==> src/rtl/seg7_pkg.sv <==
// seg7_pkg: digit-scan state encoding, output bundle type and hex-to-segment table.
package seg7_pkg;
    localparam logic [2:0] ST_BLANK = 3'd0;
    localparam logic [2:0] ST_D0    = 3'd1;
    localparam logic [2:0] ST_D1    = 3'd2;
    localparam logic [2:0] ST_D2    = 3'd3;
    localparam logic [2:0] ST_D3    = 3'd4;

    typedef struct packed {
        logic [3:0] an;
        logic [6:0] seg;
        logic       dp;
    } disp_t;

    localparam disp_t DISP_DARK = '{an: 4'hF, seg: 7'h7F, dp: 1'b1};

    // Active-low {g,f,e,d,c,b,a}; element 0 is the rightmost entry.
    localparam logic [15:0][6:0] HEX_SEG = {
        7'h0E, 7'h06, 7'h21, 7'h46, 7'h03, 7'h08, 7'h10, 7'h00,
        7'h78, 7'h02, 7'h12, 7'h19, 7'h30, 7'h24, 7'h79, 7'h40
    };
endpackage

==> src/rtl/seg7_scan_display_hex_to_seg7.sv <==
// hex_to_seg7: combinational nibble to active-low 7-segment pattern.
module hex_to_seg7
    import seg7_pkg::*;
(
    input  logic [3:0] nib_i,
    output logic [6:0] seg_o
);
    assign seg_o = HEX_SEG[nib_i];
endmodule

==> src/rtl/seg7_scan_display.sv <==
// seg7_scan_display: multiplexed 4-digit hex display with frame-aligned snapshot
// capture and optional leading-zero blanking.
module seg7_scan_display
    import seg7_pkg::*;
#(
    parameter int REFRESH_DIV   = 100000,
    parameter int BLANK_LEADING = 1
) (
    input  logic        clock,
    input  logic        reset,
    input  logic [15:0] value_in,
    input  logic        freeze,
    input  logic [3:0]  dp_mask,
    output logic [3:0]  an,
    output logic [6:0]  seg,
    output logic        dp,
    output logic        frame_done,
    output logic [15:0] snapshot
);
    localparam int DW = REFRESH_DIV > 1 ? $clog2(REFRESH_DIV) : 1;

    logic [DW-1:0] div_q, div_d;
    logic [2:0]    state_q, state_d;
    logic [15:0]   snap_q, snap_d;
    disp_t         disp_q, disp_d;
    logic          fd_q, fd_d;
    logic          tick, enter_d0, dark;
    logic [1:0]    dig;
    logic [6:0]    nib_seg;

    assign tick     = div_q == DW'(REFRESH_DIV - 1);
    assign div_d    = tick ? '0 : div_q + 1'b1;
    assign state_d  = !tick ? state_q
                    : (state_q == ST_BLANK || state_q == ST_D3) ? ST_D0 : state_q + 3'd1;
    assign enter_d0 = tick && state_d == ST_D0;
    assign fd_d     = enter_d0;
    // The new snapshot feeds the decode directly so D0 shows the freshly captured value.
    assign snap_d   = enter_d0 && !freeze ? value_in : snap_q;
    assign dig      = 2'(state_d - ST_D0);
    assign dark     = state_d == ST_BLANK
                    || (BLANK_LEADING != 0 && dig != 2'd0 && (snap_d >> {dig, 2'b00}) == 16'd0);
    assign disp_d   = !tick ? disp_q
                    : dark  ? DISP_DARK
                    : {~(4'd1 << dig), nib_seg, ~dp_mask[dig]};

    hex_to_seg7 u_hex (
        .nib_i (snap_d[{dig, 2'b00} +: 4]),
        .seg_o (nib_seg)
    );

    always_ff @(posedge clock) begin
        if (reset) begin
            div_q   <= '0;
            state_q <= ST_BLANK;
            snap_q  <= '0;
            disp_q  <= DISP_DARK;
            fd_q    <= 1'b0;
        end else begin
            div_q   <= div_d;
            state_q <= state_d;
            snap_q  <= snap_d;
            disp_q  <= disp_d;
            fd_q    <= fd_d;
        end
    end

    assign an         = disp_q.an;
    assign seg        = disp_q.seg;
    assign dp         = disp_q.dp;
    assign frame_done = fd_q;
    assign snapshot   = snap_q;
endmodule

==> config.mk <==
export PLATFORM = sky130hd
export DESIGN_NAME = seg7_scan_display
export DESIGN_NICKNAME = d
export VERILOG_FILES = /design/src/rtl/seg7_pkg.sv /design/src/rtl/seg7_scan_display_hex_to_seg7.sv /design/src/rtl/seg7_scan_display.sv
export SDC_FILE = /design/constraint.sdc
export NUM_CORES = 1
export LEC_CHECK = 0
export ABC_AREA = 1
export BUFFER_PORTS_ARGS = -buffer_cell sky130_fd_sc_hd__buf_2
export CORE_MARGIN = 2
export CORE_UTILIZATION = 55
export CTS_BUF_LIST = sky130_fd_sc_hd__clkbuf_4
export DETAILED_ROUTE_END_ITERATION = 8
export PLACE_DENSITY = 0.86
export SLEW_MARGIN = 0
export SYNTH_ARGS = -nofsm -noshare
export SYNTH_HDL_FRONTEND = slang
export SYNTH_SLANG_ARGS = --single-unit
==> constraint.sdc <==
create_clock -name clock -period 8.6 [get_ports clock]
set_input_delay 0.43 -clock clock [delete_from_list [all_inputs] [get_ports clock]]
set_output_delay 0.43 -clock clock [all_outputs]
set_load 0.02 [all_outputs]
==> results.md <==
- The clock tree synthesis step divided the H-tree into 2 levels.
- The routed design could run at a clock period as short as between 4000 and 5000 ps.
- At the pin with the least slew margin, the transition time is ~960 ps.
- The number of buffers added on ports is between 50 and 60.
- During I/O placement, the number of pins put on the boundary was 52.
- The total area inside the core boundary comes to between 0.004 and 0.005 mm2.
- At the end of the flow, the number of nets in the layout was between 400 and 500.
- Across the VDD grid, the largest voltage drop is 0.06615 mV.
- The number of vias in the routed layout is ~2,600.
- Sequential elements use a little over a third of the synthesized area.
- The flow ran to the end, and the final reports show no timing, DRC or antenna violations.
- In this run the static leakage power is around 1.5 nW.
- The die is between 70 and 80 um tall.
- In this run the biggest area consumer among cell types represents a little over a third of the synthesized area.
- The final design instance area without fill is 0.003098 mm2.
- The classification of the worst-slack hold path is in -> reg.
- The number of cells produced by synthesis is between 300 and 400.
- The worst hold path terminates at snapshot[3]$_SDFF_PP0_.
- The met2 demand-to-capacity share in global routing is 41.59%.
- Clock tree synthesis selected as its root buffer the cell sky130_fd_sc_hd__clkbuf_4.
- In the synthesized netlist the async set-or-reset flop fraction comes to 0%.
- The synthesized net count is 435.
- The synthesized design contains 0 enable-type register cells.
- The multi-input gate area in the final layout is 0.001508 mm2.
- The die area is around 0.0055 mm2.
- Of all cell types, the one taking the most synthesized area is sky130_fd_sc_hd__dfxtp_1.
- Clock latency on the worst-skew pair, taken at its later pin, is roughly 380 ps.
- Global routing used between 30% and 40% of the available met1 tracks.
- The initial antenna violation count is 0.
- The violation count after the first detailed-route iteration is between 100 and 150.
- Clock-pin slew was measured on the worst setup and hold paths at roughly 140 ps.
- For this design the ratio of total power to cell area is ~120 mW/mm2.
- The count of hold-fix buffers inserted at cts is 0.
- The total count of max-transition violations in the final report came to 0.
- The busiest metal layer after global routing is met2.
- By area the synthesized netlist is led by sky130_fd_sc_hd__dfxtp_1 (36%), sky130_fd_sc_hd__nand2_1 (13%), sky130_fd_sc_hd__nor2_1 (8.5%).
- The worst hold path begins at value_in[3].
- The die is 74.42 um wide.
- The setup TNS after final layout is 0 ps.
- The number of sinks driven by the clock tree is 49.
- The first-pass iteration count of the detailed router is 4.
- By count the netlist is led by sky130_fd_sc_hd__nand2_1 (98), sky130_fd_sc_hd__nor2_1 (62), sky130_fd_sc_hd__dfxtp_1 (49), sky130_fd_sc_hd__inv_1 (38), sky130_fd_sc_hd__a21oi_1 (25).
- The routed length per placed instance is 12.18 um.
- Registers take roughly 980 um2.
- The reg2reg setup slack is around 4000 ps.
- The number of hold-slack violations in the final timing report is 0.
- The number of rows in the core area is 25.
- The depth of the most critical reg-to-reg path is 25.
- Buffers added to address setup during post-CTS repair amount to 0.
- The vias per cell is around 5.1.
- The critical register-to-register path startpoint is div_q[0]$_SDFF_PP0_.
- The placed instances occupy a cell area of approximately 0.0030 mm2.
- Yosys printed 0 warnings.
- For this run, global-route usage on met3 was measured as roughly 4.2%.
- The remaining antenna violation count is 0.
- The global routing usage summed across all routing layers is approximately a quarter.
- The effective utilization at floorplan is 57.37%.
- At the worst endpoint, the arrival time is roughly 5000 ps.
- The count of inserted antenna diode cells is 0.
- The fill cell total of the finished layout is between 400 and 500.
- The wire length of the first global-routing pass is ~10 mm.
- Entering global routing, the biggest net connects 28 pins.
- Static timing analysis puts the maximum clock frequency at approximately 220 MHz.
- The number of max-cap violations is 0.
- The worst setup path is launched from a flip-flop.
- The worst-case clock skew is 7.054 ps.
- The critical path class is reg -> reg.
- The via count of the first global-routing pass was roughly 2,400.
- In this run the worst path has a maximum fanout of 19.
- After synthesis, the mean cell area works out to 6.853 um2.
- The worst relative slew slack is 36.02%.
- The total DRC errors in the routed layout is 0.
- After legalization and detailed placement, the total HPWL measured slightly below 5 mm.
- The clock passes through at most 2 buffers.
- After global routing the overflow that remains totals 0.
- Cells with a size suffix above 1 make up between 10% and 20% of the layout.
- Relative to the synthesized area, the layout overhead comes to 13.58%.
- Power comes to 0.3776 mW.
- At the end of routability-driven placement, the weighted congestion stood at 0.8997.
- The routed design has 6.283 mm of wire.
- The required time at the worst-slack endpoint is ~8900 ps.
- The most used flip-flop cell after synthesis is sky130_fd_sc_hd__dfxtp_1.
- After clock tree synthesis, the repair step resized 0 gates.
- The worst setup path is captured at a flip-flop.
- The distinct cell type count after synthesis is 37.
- Setup repair after global routing left no endpoint under its margin.
- The area of the mapped netlist is roughly 0.0027 mm2.
- The end of the worst register-to-register path is an[0]$_SDFFE_PP1N_.
- The total CTS buffers is 5.
- Counting instances, the worst hold path has a depth of 3.
- Yosys instantiated no cell more often than sky130_fd_sc_hd__nand2_1.
- TritonCTS built the clock tree.
- The flip-flop and latch count after synthesis is 49.
- The final critical path takes up 53.53% of the cycle.
- The count of final setup violators is 0.
## logic make-up (layout without fill, tap and decap cells)
| kind of cell | Yosys count | in the layout | synth area share [%] |
|---|---|---|---|
| AO/OA/AOI/OAI | 43 | 43 | 8.533 |
| adder cells (fa/ha/maj) | 14 | 14 | 6.422 |
| XOR/XNOR | 4 | 4 | 1.285 |
| flip-flops | 49 | 49 | 35.96 |
| AND/OR/NAND/NOR | 230 | 230 | 39.04 |
| buffers and inverters | 58 | 109 | 8.761 |
## power breakdown
| group | internal (mW) | switching [mW] | total, mW |
|---|---|---|---|
| logic | 0.00529 | 0.00703 | 0.0123 |
| clock network | 0.0602 | 0.0757 | 0.136 |
| registers | 0.228 | 0.00109 | 0.229 |
| total | 0.294 | 0.0838 | 0.378 |
## state kept, by name, summed over array words and instances, names as in the netlist
name / cells
seg: 7
snapshot: 16
state_q: 3
an: 4
dp: 1
frame_done: 1
div_q: 17
## layer usage
layer / vias to the layer above / share of wire [%]
met1: 1189 / 45
met2: 49 / 50
li1: 1387 / -
met4: 0 / 1.8
met3: 10 / 3.3
met5: - / 0
## worst max-delay path, cell delays in order, from the launching register on
cell and delay [ps]:
sky130_fd_sc_hd__dfxtp_1 390, sky130_fd_sc_hd__ha_1 220, sky130_fd_sc_hd__nand3_2 160, sky130_fd_sc_hd__clkinv_1 90, sky130_fd_sc_hd__nand2_1 80, sky130_fd_sc_hd__nor2_4 290
sky130_fd_sc_hd__nand2_1 150, sky130_fd_sc_hd__nand2_4 190, sky130_fd_sc_hd__ha_1 230, sky130_fd_sc_hd__inv_1 70, sky130_fd_sc_hd__nor2_1 720, sky130_fd_sc_hd__nand4_4 370
sky130_fd_sc_hd__nand2_1 190, sky130_fd_sc_hd__nand2_1 100, sky130_fd_sc_hd__nand2_1 70, sky130_fd_sc_hd__nand3_1 70, sky130_fd_sc_hd__nand2_1 220, sky130_fd_sc_hd__ha_1 220
sky130_fd_sc_hd__inv_1 40, sky130_fd_sc_hd__nor2_1 80, sky130_fd_sc_hd__nand3_1 90, sky130_fd_sc_hd__nor2_2 100, sky130_fd_sc_hd__nand2_2 110, sky130_fd_sc_hd__nand2_1 100
sky130_fd_sc_hd__nor2_1 60, sky130_fd_sc_hd__a21oi_1 130
## area by class of cell
| class | count | area share (%) |
|---|---|---|
| Clock inverter | 3 | 1.333 |
| Clock buffer | 5 | 1.212 |
| Tap cell | 67 | 2.706 |
| Sequential cell | 49 | 31.66 |
| Multi-Input combinational cell | 291 | 48.67 |
| Timing Repair Buffer | 52 | 8.481 |
| Inverter | 49 | 5.937 |
## placed cells by master (no fill, tap or decap), types with 3 or more instances in the layout
| master | n |
|---|---|
| sky130_fd_sc_hd__or2_2 | 3 |
| sky130_fd_sc_hd__ha_1 | 14 |
| sky130_fd_sc_hd__nand4_1 | 19 |
| sky130_fd_sc_hd__nand3_1 | 21 |
| sky130_fd_sc_hd__nand2_2 | 6 |
| sky130_fd_sc_hd__a21oi_1 | 25 |
| sky130_fd_sc_hd__nor2_1 | 62 |
| sky130_fd_sc_hd__o21ai_1 | 6 |
| sky130_fd_sc_hd__dfxtp_1 | 49 |
| sky130_fd_sc_hd__clkbuf_4 | 5 |
| sky130_fd_sc_hd__xor2_1 | 3 |
| sky130_fd_sc_hd__inv_1 | 38 |
| sky130_fd_sc_hd__buf_2 | 51 |
| sky130_fd_sc_hd__o21ai_0 | 6 |
| sky130_fd_sc_hd__nand2_1 | 98 |
| sky130_fd_sc_hd__nor3_1 | 6 |
| sky130_fd_sc_hd__nor4_1 | 3 |
| sky130_fd_sc_hd__inv_2 | 10 |
## worst max path at each step
stage	from	to	slack, ps	depth (start not counted)
2_1_floorplan	div_q[0]$_SDFF_PP0_	an[1]$_SDFFE_PP1N_	5110	27
3_3_place_gp	div_q[0]$_SDFF_PP0_	an[1]$_SDFFE_PP1N_	4170	26
3_5_place_dp	div_q[0]$_SDFF_PP0_	an[0]$_SDFFE_PP1N_	4050	25
4_1_cts	div_q[0]$_SDFF_PP0_	an[0]$_SDFFE_PP1N_	4000	25
5_1_grt	div_q[0]$_SDFF_PP0_	an[0]$_SDFFE_PP1N_	3380	25
6_report	div_q[0]$_SDFF_PP0_	an[0]$_SDFFE_PP1N_	4000	25
## per-stage QoR
step                setup WS [ps]  cells  hold slack (ps)  util (%)
floorplan                    5106    398            429.5         -
global placement             4170    508            443.2     63.50
CTS                          4000    516            331.3     65.16
global route                 3378    516            339.2     65.16
finish                       3996    516            337.9     65.16
detailed placement           4045    508            453.8     63.50
Power figures use the tool's default switching activity.
